==> config.mk <==
export PLATFORM = sky130hd
export DESIGN_NAME = rng_arbiter
export DESIGN_NICKNAME = d
export VERILOG_FILES = /design/src/rtl/rng_arb_pkg.sv /design/src/rtl/rng_rr_pick.sv /design/src/rtl/rng_arbiter.sv
export SDC_FILE = /design/constraint.sdc
export NUM_CORES = 1
export LEC_CHECK = 0
export BUFFER_PORTS_ARGS = -buffer_cell sky130_fd_sc_hd__buf_2
export CAP_MARGIN = 10
export CORE_MARGIN = 10
export CORE_UTILIZATION = 40
export DETAILED_ROUTE_END_ITERATION = 10
export SLEW_MARGIN = 15
export SYNTH_ARGS = -nofsm -noshare
export SYNTH_HDL_FRONTEND = slang
export SYNTH_SLANG_ARGS = --single-unit
==> constraint.sdc <==
create_clock -name clock -period 7.2 [get_ports clock]
set_input_delay 0.72 -clock clock [delete_from_list [all_inputs] [get_ports clock]]
set_output_delay 0.72 -clock clock [all_outputs]
set_load 0.02 [all_outputs]
==> src/rtl/rng_arb_pkg.sv <==
// Shared types and constants for the random-source arbiter.
package rng_arb_pkg;

  typedef enum logic [1:0] {
    ST_WARMUP = 2'd0,
    ST_RUN    = 2'd1,
    ST_FAIL   = 2'd2
  } arb_state_t;

  // Feedback taps of the 64-bit Galois LFSR behind the TRNG source.
  localparam logic [63:0] LFSR_TAPS = 64'hD800_0000_0000_0000;

  // Bits needed to index n items. Never less than 1.
  function automatic int unsigned width_of(input int unsigned n);
    return (n < 2) ? 1 : $clog2(n);
  endfunction

endpackage

==> src/rtl/rng_rr_pick.sv <==
// Combinational round-robin picker.
// Returns the first set request at or after ptr, searching cyclically.
module rng_rr_pick
  import rng_arb_pkg::*;
#(
  parameter  int NREQ = 4,
  localparam int PW   = width_of(NREQ)
) (
  input  logic [NREQ-1:0] req,
  input  logic [PW-1:0]   ptr,
  output logic [NREQ-1:0] grant,
  output logic [PW-1:0]   index,
  output logic            any
);

  logic [PW-1:0] cand;

  // Walk the requesters starting at ptr and keep the first one found.
  always_comb begin
    grant = '0;
    index = '0;
    any   = 1'b0;
    cand  = '0;
    for (int off = 0; off < NREQ; off++) begin
      cand = PW'((int'(ptr) + off) % NREQ);
      if (!any && req[cand]) begin
        any         = 1'b1;
        index       = cand;
        grant[cand] = 1'b1;
      end
    end
  end

endmodule

==> src/rtl/rng_arbiter.sv <==
// Shares one enable-driven random source between NREQ requesters.
// Discards WARMUP words after reset, then grants round-robin with one word per
// grant. A word equal to the previously consumed one trips a sticky failure.
module rng_arbiter
  import rng_arb_pkg::*;
#(
  parameter  int NREQ   = 4,
  parameter  int DBITS  = 64,
  parameter  int WARMUP = 16,
  localparam int PW     = width_of(NREQ),
  localparam int CW     = width_of(WARMUP + 1)
) (
  input  logic             clock,
  input  logic             reset_n,
  input  logic [DBITS-1:0] rng_data,
  output logic             rng_enable,
  input  logic [NREQ-1:0]  req,
  output logic [NREQ-1:0]  rsp_valid,
  output logic [DBITS-1:0] rsp_data,
  output logic             ready,
  output logic             error
);

  localparam arb_state_t    RESET_STATE = (WARMUP == 0) ? ST_RUN : ST_WARMUP;
  localparam logic [CW-1:0] WARM_INIT   = CW'(WARMUP);

  arb_state_t       state;
  arb_state_t       state_next;
  logic [CW-1:0]    warm_cnt;
  logic [PW-1:0]    ptr;
  logic [PW-1:0]    ptr_after;
  logic [DBITS-1:0] last_word;
  logic [NREQ-1:0]  grant;
  logic [PW-1:0]    pick_index;
  logic             pick_any;
  logic             is_repeat;
  logic             deliver;

  rng_rr_pick #(
    .NREQ (NREQ)
  ) u_pick (
    .req   (req),
    .ptr   (ptr),
    .grant (grant),
    .index (pick_index),
    .any   (pick_any)
  );

  // The health test compares the word being consumed with the last consumed word.
  assign is_repeat = (rng_data == last_word);
  assign ptr_after = (pick_index == PW'(NREQ - 1)) ? '0 : pick_index + PW'(1);

  // State register.
  always_ff @(posedge clock or negedge reset_n) begin
    if (!reset_n) state <= RESET_STATE;
    else          state <= state_next;
  end

  // Next state: the warm-up ends on its last advance, and any repeated word is fatal.
  always_comb begin
    state_next = state;
    case (state)
      ST_WARMUP: begin
        if (is_repeat)                state_next = ST_FAIL;
        else if (warm_cnt <= CW'(1))  state_next = ST_RUN;
      end
      ST_RUN: begin
        if (pick_any && is_repeat)    state_next = ST_FAIL;
      end
      ST_FAIL:   state_next = ST_FAIL;
      default:   state_next = RESET_STATE;
    endcase
  end

  // Advance and delivery decisions. The source is held still while in reset.
  always_comb begin
    rng_enable = 1'b0;
    deliver    = 1'b0;
    if (reset_n) begin
      case (state)
        ST_WARMUP: rng_enable = 1'b1;
        ST_RUN: begin
          rng_enable = pick_any;
          deliver    = pick_any && !is_repeat;
        end
        default: ;
      endcase
    end
  end

  // Warm-up counter, round-robin pointer and last consumed word.
  always_ff @(posedge clock or negedge reset_n) begin
    if (!reset_n) begin
      warm_cnt  <= WARM_INIT;
      ptr       <= '0;
      last_word <= '0;
    end else begin
      if (rng_enable) last_word <= rng_data;
      if (state == ST_WARMUP && rng_enable && warm_cnt != '0) warm_cnt <= warm_cnt - CW'(1);
      if (deliver) ptr <= ptr_after;
    end
  end

  // Registered response and status outputs.
  always_ff @(posedge clock or negedge reset_n) begin
    if (!reset_n) begin
      rsp_valid <= '0;
      rsp_data  <= '0;
      ready     <= 1'b0;
      error     <= 1'b0;
    end else begin
      rsp_valid <= deliver ? grant : '0;
      if (deliver) rsp_data <= rng_data;
      ready     <= (state_next == ST_RUN);
      error     <= (state_next == ST_FAIL);
    end
  end

endmodule

==> results.sh, run 1 <==
export IMPL_crit_chain="buf_2, xnor2_1, nand4_1, nor4_1, nand4_1, nand2b_4, buf_4, mux2_4"
export IMPL_cts_root_buf="clkbuf_16"
export IMPL_grt_pass1_wl_um=24100
export IMPL_final_common_cell="dfrtp_1"
export IMPL_clk_pin_slew_ps=60
export IMPL_synth_top_area_share_pct=51.6
export IMPL_path_class="in -> reg"
export IMPL_startpoint_type="input port"
export IMPL_synth_nets=551
export IMPL_vdd_ir_drop_max_uv=142
export IMPL_die_h_um=151
export IMPL_cap_violations=0
export IMPL_synthToLayoutAreaGrowth_pct=21.4
export IMPL_ys_flop_type="dfrtp_1"
export IMPL_worst_slew_pin_slew_ps=993
export IMPL_postCtsSetupBuffers=0
export IMPL_async_reset_ff_share_pct=100
export IMPL_cp_max_fo=45
export IMPL_clk_latency_ps=420
export IMPL_min_period_over_period_pct=46.5
export IMPL_yosysSeqAreaShare_pct=52.0
export IMPL_gr_usage_met1_pct=16.9
export IMPL_syn_instance_count=470
export IMPL_hold_slack_ps=366
export IMPL_netlist_area_um2=6890
export IMPL_cpMostUsedCell="nand4_1"
export IMPL_busiest_layer="met2"
export IMPL_setup_viol=0
export IMPL_drt_pass1_iterations=4
export IMPL_grt_usage_pct=13.4
export IMPL_grt_use_met3_pct=4.77
export IMPL_viasPerCell=4.92
export IMPL_pin_count=141
export IMPL_drive_above_1_share_pct=49.9
export IMPL_multi_input_area_um2=3090
export IMPL_post_route_min_period_ps=3350
export IMPL_finalWorstSetupSlack_ps=3850
export IMPL_synth_area_leaders="dfrtp_1, mux2_4, mux2_2"
export IMPL_synth_area_leader_cell="dfrtp_1"
export IMPL_slew_violations=0
export IMPL_place_ws_ps=3280
export IMPL_yosysWarnings=0
export IMPL_hold_path_class="in -> async"
export IMPL_synth_seq_cells=143
export IMPL_ff_latch_area_um2=3580
export IMPL_synth_edf_count=0
export IMPL_leakage_nw=4.27
export IMPL_hold_violations=0
export IMPL_die_w_um=151
export IMPL_rsz0062_at_grt="false"
export IMPL_cts_sinks=143
export IMPL_core_um2=16800
export IMPL_start_util_pct=41.1
export IMPL_final_cell_mix="dfrtp_1, buf_2, xnor2_1, mux2_4, mux2_2"
export IMPL_cts_resized=0
export IMPL_drc=0
export IMPL_place_area_um2=7700
export IMPL_finClkSkew_ps=8.87
export IMPL_fillers=1484
export IMPL_overflow=0
export IMPL_grt_max_degree=93
export IMPL_wl_per_cell_um=17.7
export IMPL_num_vias=4161
export IMPL_cts_made_buffers=17
export IMPL_met2_usage_pct=20.7
export IMPL_drt_iter0_markers=147
export IMPL_cts_tree="done"
export IMPL_synth_distinct_cells=45
export IMPL_critical_path_slowest_cell="buf_4"
export IMPL_antenna_left=0
export IMPL_status="completed"
export IMPL_rows=47
export IMPL_max_stage_delay_ps=730
export IMPL_h_tree_depth=4
export IMPL_arrival_ps=3650
export IMPL_place_gp_congestion=0.764
export IMPL_relSlewSlack_pct=33.2
export IMPL_fin_setup_tns_ps=0
export IMPL_cp_required_ps=7500
export IMPL_grt_pass1_vias=4506
export IMPL_postCtsHoldBufs=0
export IMPL_portBuffers=140
export IMPL_syn_area_per_cell_um2=14.7
export IMPL_power_density_nw_per_um2=231
export IMPL_routed_wl_um=15000
export IMPL_layout_nets=693
export IMPL_grt_antenna_before_repair=1
export IMPL_fp_dieArea_um2=22900
export IMPL_final_area_um2=8360
export IMPL_critPathTopFamily="simple AND/OR/NAND/NOR gates"
export IMPL_end_kind="flop"
export IMPL_cp_num_buf_inv=2
export IMPL_dp_hpwl_um=11000
export IMPL_timing_fmax_ghz=0.299
export IMPL_clock_path_buffers=2
==> cells by family after synthesis <==
group           share of synthesized area, %
compound gates                          3.05
buf+inv                                 3.43
simple gates                            5.23
fa+ha+maj                               2.00
flops                                   52.0
mux                                     25.5
xor+xnor                                8.77
==> where the power goes <==
part	internal, mW	switching, mW
clock	0.649	0.323
combinational	0.0595	0.0623
sequential	0.823	0.0130
total	1.53	0.398
==> area by class of cell <==
| type | count | area share [%] |
|---|---|---|
| diodes | 1 | 0.0299 |
| clock buffers | 21 | 5.74 |
| clock inverters | 11 | 2.20 |
| inverters | 6 | 0.269 |
| multi-input cells | 301 | 36.9 |
| flip-flops and latches | 143 | 42.8 |
| well taps | 220 | 3.29 |
| repair buffers | 143 | 8.72 |
==> routing by layer <==
| layer | vias to the layer above | wire [um] | share of wire, % |
|---|---|---|---|
| li1 | 1952 | - | - |
| met1 | 2085 | 6610 | 44 |
| met2 | 104 | 6980 | 47 |
| met3 | 20 | 1150 | 7.7 |
| met4 | 0 | 214 | 1.4 |
| met5 | - | 0 | 0 |
==> flip-flops by register name (all words and copies together), names as in the netlist, named ones only <==
| name | cells |
|---|---|
| last_word | 64 |
| warm_cnt | 5 |
| rsp_valid | 4 |
| error | 1 |
| ptr | 1 |
| rsp_data | 64 |
| ready | 1 |
| state | 2 |
==> synth_stat cells (6+ instances only) <==
| cell type | n |
|---|---|
| dfrtp_1 | 142 |
| xnor2_1 | 67 |
| mux2_2 | 64 |
| mux2_4 | 64 |
| nand4_1 | 19 |
| ha_1 | 11 |
| nor2_1 | 10 |
| buf_2 | 8 |
| buf_12 | 7 |
| nand2_1 | 7 |
| inv_1 | 6 |
==> worst reg2reg max path, stage by stage (launching register included) <==
cell and delay [ps]:
dfrtp_1 380, xnor2_1 160, nand4_1 140, nor4_1 510, nand4_1 380, nand2b_4 530
buf_4 730, mux2_4 380
==> through the flow <==
step | total power [mW] | instances | util, %
global route | 2.01 | 846 | 49.9
finish | 1.93 | 846 | 49.9
global placement | 0.970 | 813 | 45.9
CTS | 1.96 | 845 | 49.9
detailed placement | 0.975 | 813 | 45.9
floorplan | 0.911 | 470 | -
==> final timing paths <==
| path | slack [ps] | depth (start not counted) | endpoint | start |
|---|---|---|---|---|
| worst max register to register | 3870 | 7 | rsp_data[51] | last_word[34] |
| worst min register to register | 490 | 1 | state[0] | state[1] |
| worst min-delay path | 370 | 1 | rsp_data[23] | reset_n |
| min in group clock | 490 | 1 | state[0] | state[1] |
| max in group asynchronous | 5560 | 2 | last_word[29] | reset_n |
| worst max-delay path | 3850 | 8 | rsp_data[51] | rng_data[34] |
No activity file was read; power rests on OpenSTA's default activity.
==> inputs of run 2 (changes only) <==
clock period = 3.2 ns   (was 7.2 ns; I/O delays follow)
==> results.sh, run 2 (synthesis gave the netlist of run 1 again) <==
export IMPL_post_route_min_period_ps=2560
export IMPL_dp_hpwl_um=11100
export IMPL_drt_pass1_iterations=4
export IMPL_portBuffers=140
export IMPL_max_stage_delay_ps=450
export IMPL_die_h_um=151
export IMPL_multi_input_area_um2=3090
export IMPL_drc=0
export IMPL_power_density_nw_per_um2=498
export IMPL_antennaDiodeCount=0
export IMPL_busiest_layer="met2"
export IMPL_met2_usage_pct=21.7
export IMPL_p_switching_uw=905
export IMPL_cts_resized=0
export IMPL_cp_max_fo=43
export IMPL_path_class="reg -> reg"
export IMPL_startpoint_type="flop"
export IMPL_fillers=1491
export IMPL_rsz0062_at_grt="false"
export IMPL_p_comb_share_pct=6.6
export IMPL_wl_per_cell_um=17.9
export IMPL_finClkSkew_ps=10.1
export IMPL_largest_registers="last_word x64, rsp_data x64, warm_cnt x5"
export IMPL_gr_usage_met1_pct=16.6
export IMPL_h_tree_depth=4
export IMPL_place_area_um2=7780
export IMPL_critical_path_slowest_cell="nor4_1"
export IMPL_seq_power_share_pct=45.0
export IMPL_arrival_ps=2850
export IMPL_overflow=0
export IMPL_hold_path_class="in -> async"
export IMPL_crit_chain="xnor2_1, nand4_1, nor4_1, nand4_1, nand2b_4, buf_12, mux2_4"
export IMPL_core_um2=16800
export IMPL_place_gp_congestion=0.733
export IMPL_fp_dieArea_um2=22900
export IMPL_grt_pass1_vias=4592
export IMPL_relSlewSlack_pct=49.2
export IMPL_fin_setup_tns_ps=0
export IMPL_synthToLayoutAreaGrowth_pct=21.9
export IMPL_grt_use_met3_pct=4.15
export IMPL_viasPerCell=5.00
export IMPL_final_area_um2=8400
export IMPL_slew_violations=0
export IMPL_min_period_over_period_pct=79.9
export IMPL_hold_violations=0
export IMPL_timing_fmax_ghz=0.391
export IMPL_p_int_mw=3.28
export IMPL_routed_wl_um=15200
export IMPL_placed_cells=818
export IMPL_cts_tree="done"
export IMPL_antenna_left=0
export IMPL_drive_above_1_share_pct=49.8
export IMPL_grt_antenna_before_repair=0
export IMPL_end_kind="flop"
export IMPL_clk_latency_ps=410
export IMPL_cp_required_ps=3490
export IMPL_setup_viol=0
export IMPL_grt_max_degree=144
export IMPL_swShare_pct=21.6
export IMPL_cts_made_buffers=17
export IMPL_worst_slew_pin_slew_ps=763
export IMPL_ff_latch_area_um2=3580
export IMPL_final_common_cell="dfrtp_1"
export IMPL_vdd_ir_drop_max_uv=375
export IMPL_cpMostUsedCell="nand4_1"
export IMPL_clkPwrFrac_pct=48.4
export IMPL_final_cell_mix="dfrtp_1, buf_2, xnor2_1, mux2_4, mux2_2"
export IMPL_pin_count=141
export IMPL_die_w_um=151
export IMPL_status="completed"
export IMPL_clk_pin_slew_ps=60
export IMPL_grt_pass1_wl_um=24100
export IMPL_postCtsHoldBufs=0
export IMPL_drt_iter0_markers=154
export IMPL_postCtsSetupBuffers=0
export IMPL_cts_sinks=143
export IMPL_final_cells=850
export IMPL_rows=47
export IMPL_start_util_pct=41.1
export IMPL_clock_path_buffers=2
export IMPL_cap_violations=0
export IMPL_regToRegSetupSlack_ps=640
export IMPL_utilization_pct=50.1
export IMPL_grt_usage_pct=13.5
export IMPL_cts_root_buf="clkbuf_16"
export IMPL_num_vias=4254
export IMPL_leakage_nw=4.27
export IMPL_layout_nets=698
[run 2: changes by cell type in the layout (fill, tap and decap cells not counted)]
cell,before,now
buf_12,0,4
buf_4,3,4
bufinv_16,5,3
clkbuf_1,0,3
clkbuf_8,4,3
clkinv_2,5,2
clkinv_4,1,2
clkinvlp_4,0,2
diode_2,1,0
[run 2: cell type report]
type                            count  area share [%]
Clock inverter                      9            1.58
Timing Repair Buffer              148            9.73
Tap cell                          220            3.28
Clock buffer                       23            5.69
Sequential cell                   143            42.6
Inverter                            6           0.268
Multi-Input combinational cell    301            36.8
[run 2: worst paths after layout]
| path | startpoint | to | depth (start not counted) |
|---|---|---|---|
| max | last_word[29] | rsp_data[60] | 7 |
| min | reset_n | last_word[26] | 2 |
| max reg2reg | last_word[29] | rsp_data[60] | 7 |
| min reg2reg | warm_cnt[3] | warm_cnt[3] | 1 |
| max in group asynchronous | reset_n | rsp_data[36] | 2 |
| min in group clock | rng_data[8] | rsp_data[8] | 2 |
[run 2: metal layers]
layer / vias to the layer above / part of all wire (%)
li1: 1967 / -
met1: 2172 / 43
met2: 99 / 48
met3: 16 / 7.4
met4: 0 / 1.3
met5: - / 0
[run 2: per-stage QoR]
step	setup slack, ps	total power [mW]	hold WS (ps)
2_1_floorplan	582	2.05	24.4
3_3_place_gp	611	2.19	483
3_5_place_dp	579	2.20	481
4_1_cts	618	4.24	104
5_1_grt	500	4.35	131
6_report	642	4.18	44.5
[run 2: power by group through the flow]
| stage | logic [mW] | registers (mW) | clock network, mW |
|---|---|---|---|
| after floorplan | 0.141 | 1.91 | 0 |
| after global routing | 0.312 | 1.89 | 2.15 |
| final | 0.277 | 1.88 | 2.02 |
| after detailed placement | 0.283 | 1.91 | 0 |
| after global placement | 0.275 | 1.91 | 0 |
| after CTS | 0.284 | 1.88 | 2.08 |
[run 2: worst max-delay path, delay by kind of cell, from the launching register on]
| family | cells | cell delay (ps) |
|---|---|---|
| xor gates and xnor gates | 1 | 180 |
| buffers and inverters | 1 | 320 |
| DFF | 1 | 380 |
| muxes | 1 | 340 |
| and+or+nand+nor | 4 | 1200 |
